[config.mk]
export PLATFORM = sky130hd
export DESIGN_NAME = fp51_int_ctrl
export DESIGN_NICKNAME = d
export VERILOG_FILES = /design/src/rtl/fp51_int_pkg.sv /design/src/rtl/fp51_int_arbiter.sv /design/src/rtl/fp51_int_ctrl.sv
export SDC_FILE = /design/constraint.sdc
export NUM_CORES = 1
export LEC_CHECK = 0
export BUFFER_PORTS_ARGS = -buffer_cell sky130_fd_sc_hd__buf_4
export CAP_MARGIN = 20
export CORE_ASPECT_RATIO = 0.8
export CORE_UTILIZATION = 55
export CTS_CLUSTER_DIAMETER = 200
export DETAILED_ROUTE_END_ITERATION = 7
export PLACE_DENSITY = 0.75
export RECOVER_POWER = 25
export SETUP_SLACK_MARGIN = 0.15
export SYNTH_ARGS = -nofsm -noshare
export SYNTH_HDL_FRONTEND = slang
export SYNTH_SLANG_ARGS = --single-unit
[constraint.sdc]
create_clock -name clk -period 6.7 [get_ports clk]
set_clock_uncertainty 0.1 [all_clocks]
set_input_delay 1.34 -clock clk [delete_from_list [all_inputs] [get_ports clk]]
set_output_delay 1.34 -clock clk [all_outputs]
set_load 0.03 [all_outputs]
[src/rtl/fp51_int_pkg.sv]
// Shared constants for the FP51 interrupt controller: FSM encodings, default SFR map, vector helper.
package fp51_int_pkg;

    typedef logic [1:0] int_state_t;

    localparam int_state_t ST_IDLE = 2'd0;
    localparam int_state_t ST_ARB  = 2'd1;
    localparam int_state_t ST_FIRE = 2'd2;
    localparam int_state_t ST_HOLD = 2'd3;

    localparam logic [7:0] DEF_ADDR_IE    = 8'hA8;
    localparam logic [7:0] DEF_ADDR_IP    = 8'hB8;
    localparam logic [7:0] DEF_ADDR_IPH   = 8'hB7;
    localparam logic [7:0] DEF_ADDR_IMODE = 8'hC8;
    localparam logic [7:0] DEF_ADDR_IFLAG = 8'hC9;

    localparam int unsigned IDX_W = 3;

    // Vector address of source idx; 8-bit arithmetic wraps on purpose.
    function automatic logic [7:0] vector_of(input logic [7:0] base,
                                             input logic [7:0] stride,
                                             input logic [IDX_W-1:0] idx);
        return 8'(base + 8'(idx) * stride);
    endfunction

endpackage

[src/rtl/fp51_int_arbiter.sv]
// Combinational priority pick: highest level wins, ties resolve to the lowest source index.
module fp51_int_arbiter
    import fp51_int_pkg::*;
#(
    parameter int unsigned NUM_SRC = 8,
    parameter int unsigned LVL_W   = 1
) (
    input  logic [NUM_SRC-1:0]       pending,
    input  logic [NUM_SRC*LVL_W-1:0] levels,
    output logic                     valid_c,
    output logic [IDX_W-1:0]         idx_c,
    output logic [LVL_W-1:0]         level_c
);

    // Ascending scan with strict '>' keeps the lowest index on equal levels.
    always_comb begin
        valid_c = 1'b0;
        idx_c   = '0;
        level_c = '0;
        for (int unsigned i = 0; i < NUM_SRC; i++) begin
            if (pending[i] && (!valid_c || (levels[i*LVL_W +: LVL_W] > level_c))) begin
                valid_c = 1'b1;
                idx_c   = IDX_W'(i);
                level_c = levels[i*LVL_W +: LVL_W];
            end
        end
    end

endmodule

[src/rtl/fp51_int_ctrl.sv]
// FP51 interrupt controller: source sync, SFR block, in-service tracking and grant FSM.
module fp51_int_ctrl
    import fp51_int_pkg::*;
#(
    parameter int unsigned NUM_SRC       = 8,
    parameter int unsigned NUM_LEVELS    = 2,
    parameter logic [7:0]  VECTOR_BASE   = 8'h03,
    parameter logic [7:0]  VECTOR_STRIDE = 8'h08,
    parameter int unsigned HOLDOFF       = 2,
    parameter logic [7:0]  ADDR_IE       = DEF_ADDR_IE,
    parameter logic [7:0]  ADDR_IP       = DEF_ADDR_IP,
    parameter logic [7:0]  ADDR_IPH      = DEF_ADDR_IPH,
    parameter logic [7:0]  ADDR_IMODE    = DEF_ADDR_IMODE,
    parameter logic [7:0]  ADDR_IFLAG    = DEF_ADDR_IFLAG,
    localparam int unsigned LVL_W        = (NUM_LEVELS == 4) ? 2 : 1
) (
    input  logic               clk,
    input  logic               reset_n,
    input  logic [NUM_SRC-1:0] src_in,
    input  logic               WB_RD_STB_I,
    input  logic [7:0]         WB_RD_ADR_I,
    output logic [7:0]         WB_RD_DAT_O,
    output logic               WB_RD_ACK_O,
    input  logic               WB_WR_STB_I,
    input  logic               WB_WR_WE_I,
    input  logic [7:0]         WB_WR_ADR_I,
    input  logic [7:0]         WB_WR_DAT_I,
    output logic               WB_WR_ACK_O,
    output logic               int_gen,
    output logic [7:0]         int_addr,
    input  logic               interrupt_return,
    output logic [LVL_W:0]     int_active_level
);

    localparam logic [7:0] SRC_MASK  = 8'((9'd1 << NUM_SRC) - 9'd1);
    localparam logic [7:0] IE_MASK   = SRC_MASK | 8'h80;
    localparam logic [7:0] IPH_MASK  = (NUM_LEVELS == 4) ? SRC_MASK : 8'h00;
    localparam logic [7:0] HOLD_LAST = 8'(HOLDOFF - 1);

    logic [NUM_SRC-1:0] s1, s2, s3;
    logic [7:0] ie, ip, iph, imode, flag_q, flag_d;
    logic [7:0] s2_w, edge_w, flag_live, pend8, rd_mux, hold_q;
    logic [NUM_LEVELS-1:0] isr, isr_d;
    logic [NUM_SRC-1:0][LVL_W-1:0] lvl_of;
    int_state_t state_q, state_d;
    logic [IDX_W-1:0] win_idx_q, arb_idx;
    logic [LVL_W-1:0] win_lvl_q, arb_lvl, cur_lvl;
    logic [7:0] win_vec_q;
    logic arb_valid, cur_valid, ea, fire;
    logic wr_en, wr_ie, wr_ip, wr_iph, wr_imode, wr_iflag, wr_hit, rd_hit;

    // Index of the highest set in-service bit.
    function automatic logic [LVL_W-1:0] top_lvl(input logic [NUM_LEVELS-1:0] v);
        logic [LVL_W-1:0] r;
        r = '0;
        for (int unsigned i = 0; i < NUM_LEVELS; i++) begin
            if (v[i]) r = LVL_W'(i);
        end
        return r;
    endfunction

    assign s2_w      = 8'(s2);
    assign edge_w    = 8'(s2 & ~s3) & imode;
    assign flag_live = (flag_q & imode) | (s2_w & ~imode & SRC_MASK);
    assign ea        = ie[7];
    assign cur_valid = |isr;
    assign cur_lvl   = top_lvl(isr);
    assign fire      = (state_q == ST_FIRE);

    always_comb begin
        pend8 = 8'h00;
        for (int unsigned i = 0; i < NUM_SRC; i++) begin
            lvl_of[i] = LVL_W'({iph[i], ip[i]});
            pend8[i]  = flag_live[i] & ie[i] & ea & (!cur_valid || (lvl_of[i] > cur_lvl));
        end
    end

    fp51_int_arbiter #(
        .NUM_SRC (NUM_SRC),
        .LVL_W   (LVL_W)
    ) u_arb (
        .pending (pend8[NUM_SRC-1:0]),
        .levels  (lvl_of),
        .valid_c (arb_valid),
        .idx_c   (arb_idx),
        .level_c (arb_lvl)
    );

    assign wr_en    = WB_WR_STB_I & WB_WR_WE_I;
    assign wr_ie    = wr_en && (WB_WR_ADR_I == ADDR_IE);
    assign wr_ip    = wr_en && (WB_WR_ADR_I == ADDR_IP);
    assign wr_iph   = wr_en && (WB_WR_ADR_I == ADDR_IPH);
    assign wr_imode = wr_en && (WB_WR_ADR_I == ADDR_IMODE);
    assign wr_iflag = wr_en && (WB_WR_ADR_I == ADDR_IFLAG);
    assign wr_hit   = wr_ie | wr_ip | wr_iph | wr_imode | wr_iflag;

    always_comb begin
        rd_hit = WB_RD_STB_I;
        rd_mux = 8'h00;
        case (WB_RD_ADR_I)
            ADDR_IE:    rd_mux = ie;
            ADDR_IP:    rd_mux = ip;
            ADDR_IPH:   rd_mux = iph;
            ADDR_IMODE: rd_mux = imode;
            ADDR_IFLAG: rd_mux = flag_live;
            default:    rd_hit = 1'b0;
        endcase
    end

    // Edge flags: software write, then grant clear, then hardware edge (edge beats a clear).
    always_comb begin
        flag_d = flag_q;
        if (wr_iflag) flag_d = WB_WR_DAT_I;
        if (fire) flag_d[win_idx_q] = 1'b0;
        flag_d = (flag_d | edge_w) & imode;
    end

    // RETI clears before a same-cycle grant sets.
    always_comb begin
        isr_d = isr;
        if (interrupt_return && cur_valid) isr_d[cur_lvl] = 1'b0;
        if (fire) isr_d[win_lvl_q] = 1'b1;
    end

    always_comb begin
        state_d = state_q;
        case (state_q)
            ST_IDLE: if (arb_valid) state_d = ST_ARB;
            ST_ARB:  state_d = pend8[win_idx_q] ? ST_FIRE : ST_IDLE;
            ST_FIRE: state_d = ST_HOLD;
            ST_HOLD: if (hold_q == HOLD_LAST) state_d = ST_IDLE;
            default: state_d = ST_IDLE;
        endcase
    end

    always_ff @(posedge clk or negedge reset_n) begin
        if (!reset_n) begin
            s1 <= '0;
            s2 <= '0;
            s3 <= '0;
            ie <= 8'h00;
            ip <= 8'h00;
            iph <= 8'h00;
            imode <= 8'h00;
            flag_q <= 8'h00;
            isr <= '0;
            state_q <= ST_IDLE;
            win_idx_q <= '0;
            win_lvl_q <= '0;
            win_vec_q <= 8'h00;
            hold_q <= 8'h00;
        end else begin
            s1 <= src_in;
            s2 <= s1;
            s3 <= s2;
            if (wr_ie) ie <= WB_WR_DAT_I & IE_MASK;
            if (wr_ip) ip <= WB_WR_DAT_I & SRC_MASK;
            if (wr_iph) iph <= WB_WR_DAT_I & IPH_MASK;
            if (wr_imode) imode <= WB_WR_DAT_I & SRC_MASK;
            flag_q <= flag_d;
            isr <= isr_d;
            state_q <= state_d;
            if (state_q == ST_IDLE && arb_valid) begin
                win_idx_q <= arb_idx;
                win_lvl_q <= arb_lvl;
                win_vec_q <= vector_of(VECTOR_BASE, VECTOR_STRIDE, arb_idx);
            end
            hold_q <= (state_q == ST_HOLD) ? 8'(hold_q + 8'd1) : 8'h00;
        end
    end

    // Registered outputs.
    always_ff @(posedge clk or negedge reset_n) begin
        if (!reset_n) begin
            int_gen <= 1'b0;
            int_addr <= 8'h00;
            int_active_level <= '0;
            WB_WR_ACK_O <= 1'b0;
            WB_RD_ACK_O <= 1'b0;
            WB_RD_DAT_O <= 8'h00;
        end else begin
            int_gen <= (state_d == ST_FIRE);
            if (state_d == ST_FIRE) int_addr <= win_vec_q;
            int_active_level <= {|isr_d, top_lvl(isr_d)};
            WB_WR_ACK_O <= wr_hit;
            WB_RD_ACK_O <= rd_hit;
            WB_RD_DAT_O <= rd_hit ? rd_mux : 8'h00;
        end
    end

endmodule

==> results.cfg <==
[clock_network]
clock-root-buffer = clkbuf_8
path_clk_slew_ns = 0.08
cts_buffers = 9
htree_levels = 3
postCtsHoldBufs = 0
clock_latency_ns = 0.36
cts_tree = yes
cts.repair.resized = 0
clkSinkCount = 89
cts_setup_buffers = 0
clk_path_buf_depth = 2

[routing]
drt_first_pass_iters = 5
vias = 3126
antenna_left = 0
vias_per_cell = 5.800
drt-initial-drc-count = 199
drc = 0
wl_per_cell_microns = 17.07
drt-total-wl_mm = 9.199

[grt]
antenna_found_initial = 0
grt_max_degree = 52
grt-ovfl-total = 0
grt_pass1_wl_mm = 14.97
grt_pass1_vias = 2981
grt_use_total = 0.2501

[floorplanning]
die_area_sq_um = 8090
fp.dieH_microns = 80.65
ios = 59
coreArea_sq_um = 7427
start_util = 0.5726
std_cell_rows = 28
fp.dieW_microns = 100.3

[logic_synthesis]
synth-edff-count = 0
synth_ff_type = dfrtp_1
synthArstFlopShare = 1.000
synthesis.area_sq_um = 4253
yosys_warnings = 0
synthTopCellsByArea = dfrtp_1 (52%), mux2_2 (8.2%), mux2i_1 (4.0%), nor2_1 (2.6%), a21oi_1 (2.5%)
synth_top_cell_by_area = dfrtp_1
synth_seq_area_share = 0.5237
synth_cells = 375
yosysUniqueCellTypes = 61
synth_top_area_share = 0.5237
avgSynthCellArea_sq_um = 11.34
ys_seq_elements = 89

[sta]
rsz0062_at_grt = false
worst_slack_ns = 3.359
hold_viol = 0
tightest_slew_ns = 2.009
setup_viol = 0
slew_headroom = -0.3395
fin_crit_sh = 0.4986
slew_violations = 40
fmaxAchievable_mhz = 299.3
fin_crit_ns = 3.341
fin_setup_tns_ns = 0

[setup_path]
crit_required_ns = 6.85
crit_type = input pin to flip-flop
critical_path.max_fanout = 9
crit_arrival_ns = 3.49
end_kind = flip-flop
critPathLaunchType = input pin

[run_status]
status = finished with violations
violations = capacitance limit, slew limit

[finish]
final_layout_size_suffix_gt1_frac = 0.2696
nets = 469
num_antenna_cells = 0
area_growth_pct = 15.53
layout_common_cells = dfrtp_1 (89), buf_4 (47), mux2_2 (31)
layout_commonest_cell = dfrtp_1

[placement]
dp_slack_ns = 2.977
place.gp.congestion = 0.8869
hpwlAfterDp_mm = 6.744
port_buffers = 55

[power_and_ir_drop]
vdd_drop_max_mv = 0.1442
power_density_nw_per_um2 = 248.0
p_leak_nw = 2.386

[run]
maxCapViolCount = 1

[hold_path]
min_path_type = flip-flop to flip-flop
-- per-stage QoR --
step                  util  power (mW)  cell area (sq um)  instances  hold WS, ns
CTS                 0.6621       1.235               4917        539       0.2565
finish              0.6616       1.219               4913        539       0.2534
global route        0.6616       1.281               4913        539       0.2541
floorplan                -      0.7913               4260        377       0.2312
detailed placement  0.6373      0.8934               4733        523       0.2356
global placement    0.6373      0.8850               4733        523       0.2311
-- worst max-delay path, cell delays in order --
cell and delay, ns:
buf_4 0.11, nor3b_1 0.39, nand2b_1 0.16, or3_1 0.38
nor3_2 0.69, mux2_2 0.41
-- cell usage after synthesis, types with 10 or more instances --
master / number
and2_1: 12
mux2_2: 31
inv_1: 11
a21oi_1: 21
nand2_1: 21
nor2b_1: 10
nor2_1: 29
mux2i_1: 17
dfrtp_1: 89
nand2b_1: 11
-- flip-flops by register name, indices dropped and copies added, names as in the netlist, 2 cells and up --
name and count:
imode 8, ip 8, s3 8, s2 8, int_addr 4, win_idx_q 3, ie 8, s1 8
flag_q 8, int_active_level 2, hold_q 8, WB_RD_DAT_O 8, state_q 2
-- power by group --
part | switching, mW | internal (mW) | total [mW]
Clock | 0.181 | 0.157 | 0.338
Combinational | 0.150 | 0.0940 | 0.244
Sequential | 0.0517 | 0.585 | 0.637
-- routing by layer --
layer  global-route usage  vias to the layer above  part of all wire
met2               0.3637                       99              0.45
met3              0.08007                       10             0.063
met5                    0                        -                 0
met1               0.3529                     1554              0.47
met4              0.08406                        0            0.0096
li1                     -                     1463                 -
-- final cells by class --
| cell class | instances | area, sq um |
|---|---|---|
| sequential | 89 | 2227 |
| multi-input combinational | 262 | 1913 |
| inverter | 11 | 41.29 |
| clock inverter | 3 | 25.02 |
| timing repair buffer | 56 | 416.7 |
| fill | 595 | 2514 |
| clock buffer | 13 | 158.9 |
| tap | 105 | 131.4 |
-- cells by family (layout without fill, tap and decap cells) --
logic type | count (synthesis) | after routing | share of synthesized area
flops | 89 | 89 | 0.5237
xor+xnor | 6 | 6 | 0.01236
compound gates | 81 | 81 | 0.1400
mux | 50 | 50 | 0.1309
fa+ha+maj | 2 | 2 | 0.005883
buf+inv | 26 | 83 | 0.02824
other cells | 1 | 3 | 0.0008818
simple gates | 120 | 120 | 0.1580
-- worst paths after layout --
| check | depth (start not counted) | endpoint | from | slack [ns] |
|---|---|---|---|---|
| worst min register to register | 0 | s2[3] | s1[3] | 0.25 |
| worst min-delay path | 0 | s2[3] | s1[3] | 0.25 |
| worst max-delay path | 6 | ie[3] | WB_WR_ADR_I[1] | 3.36 |
| max in group asynchronous | 2 | s2[4] | reset_n | 3.53 |
| worst max register to register | 6 | int_addr[1] | ie[7] | 3.70 |
| min in group asynchronous | 1 | hold_q[4] | reset_n | 1.44 |
Power figures use the tool's default switching activity.
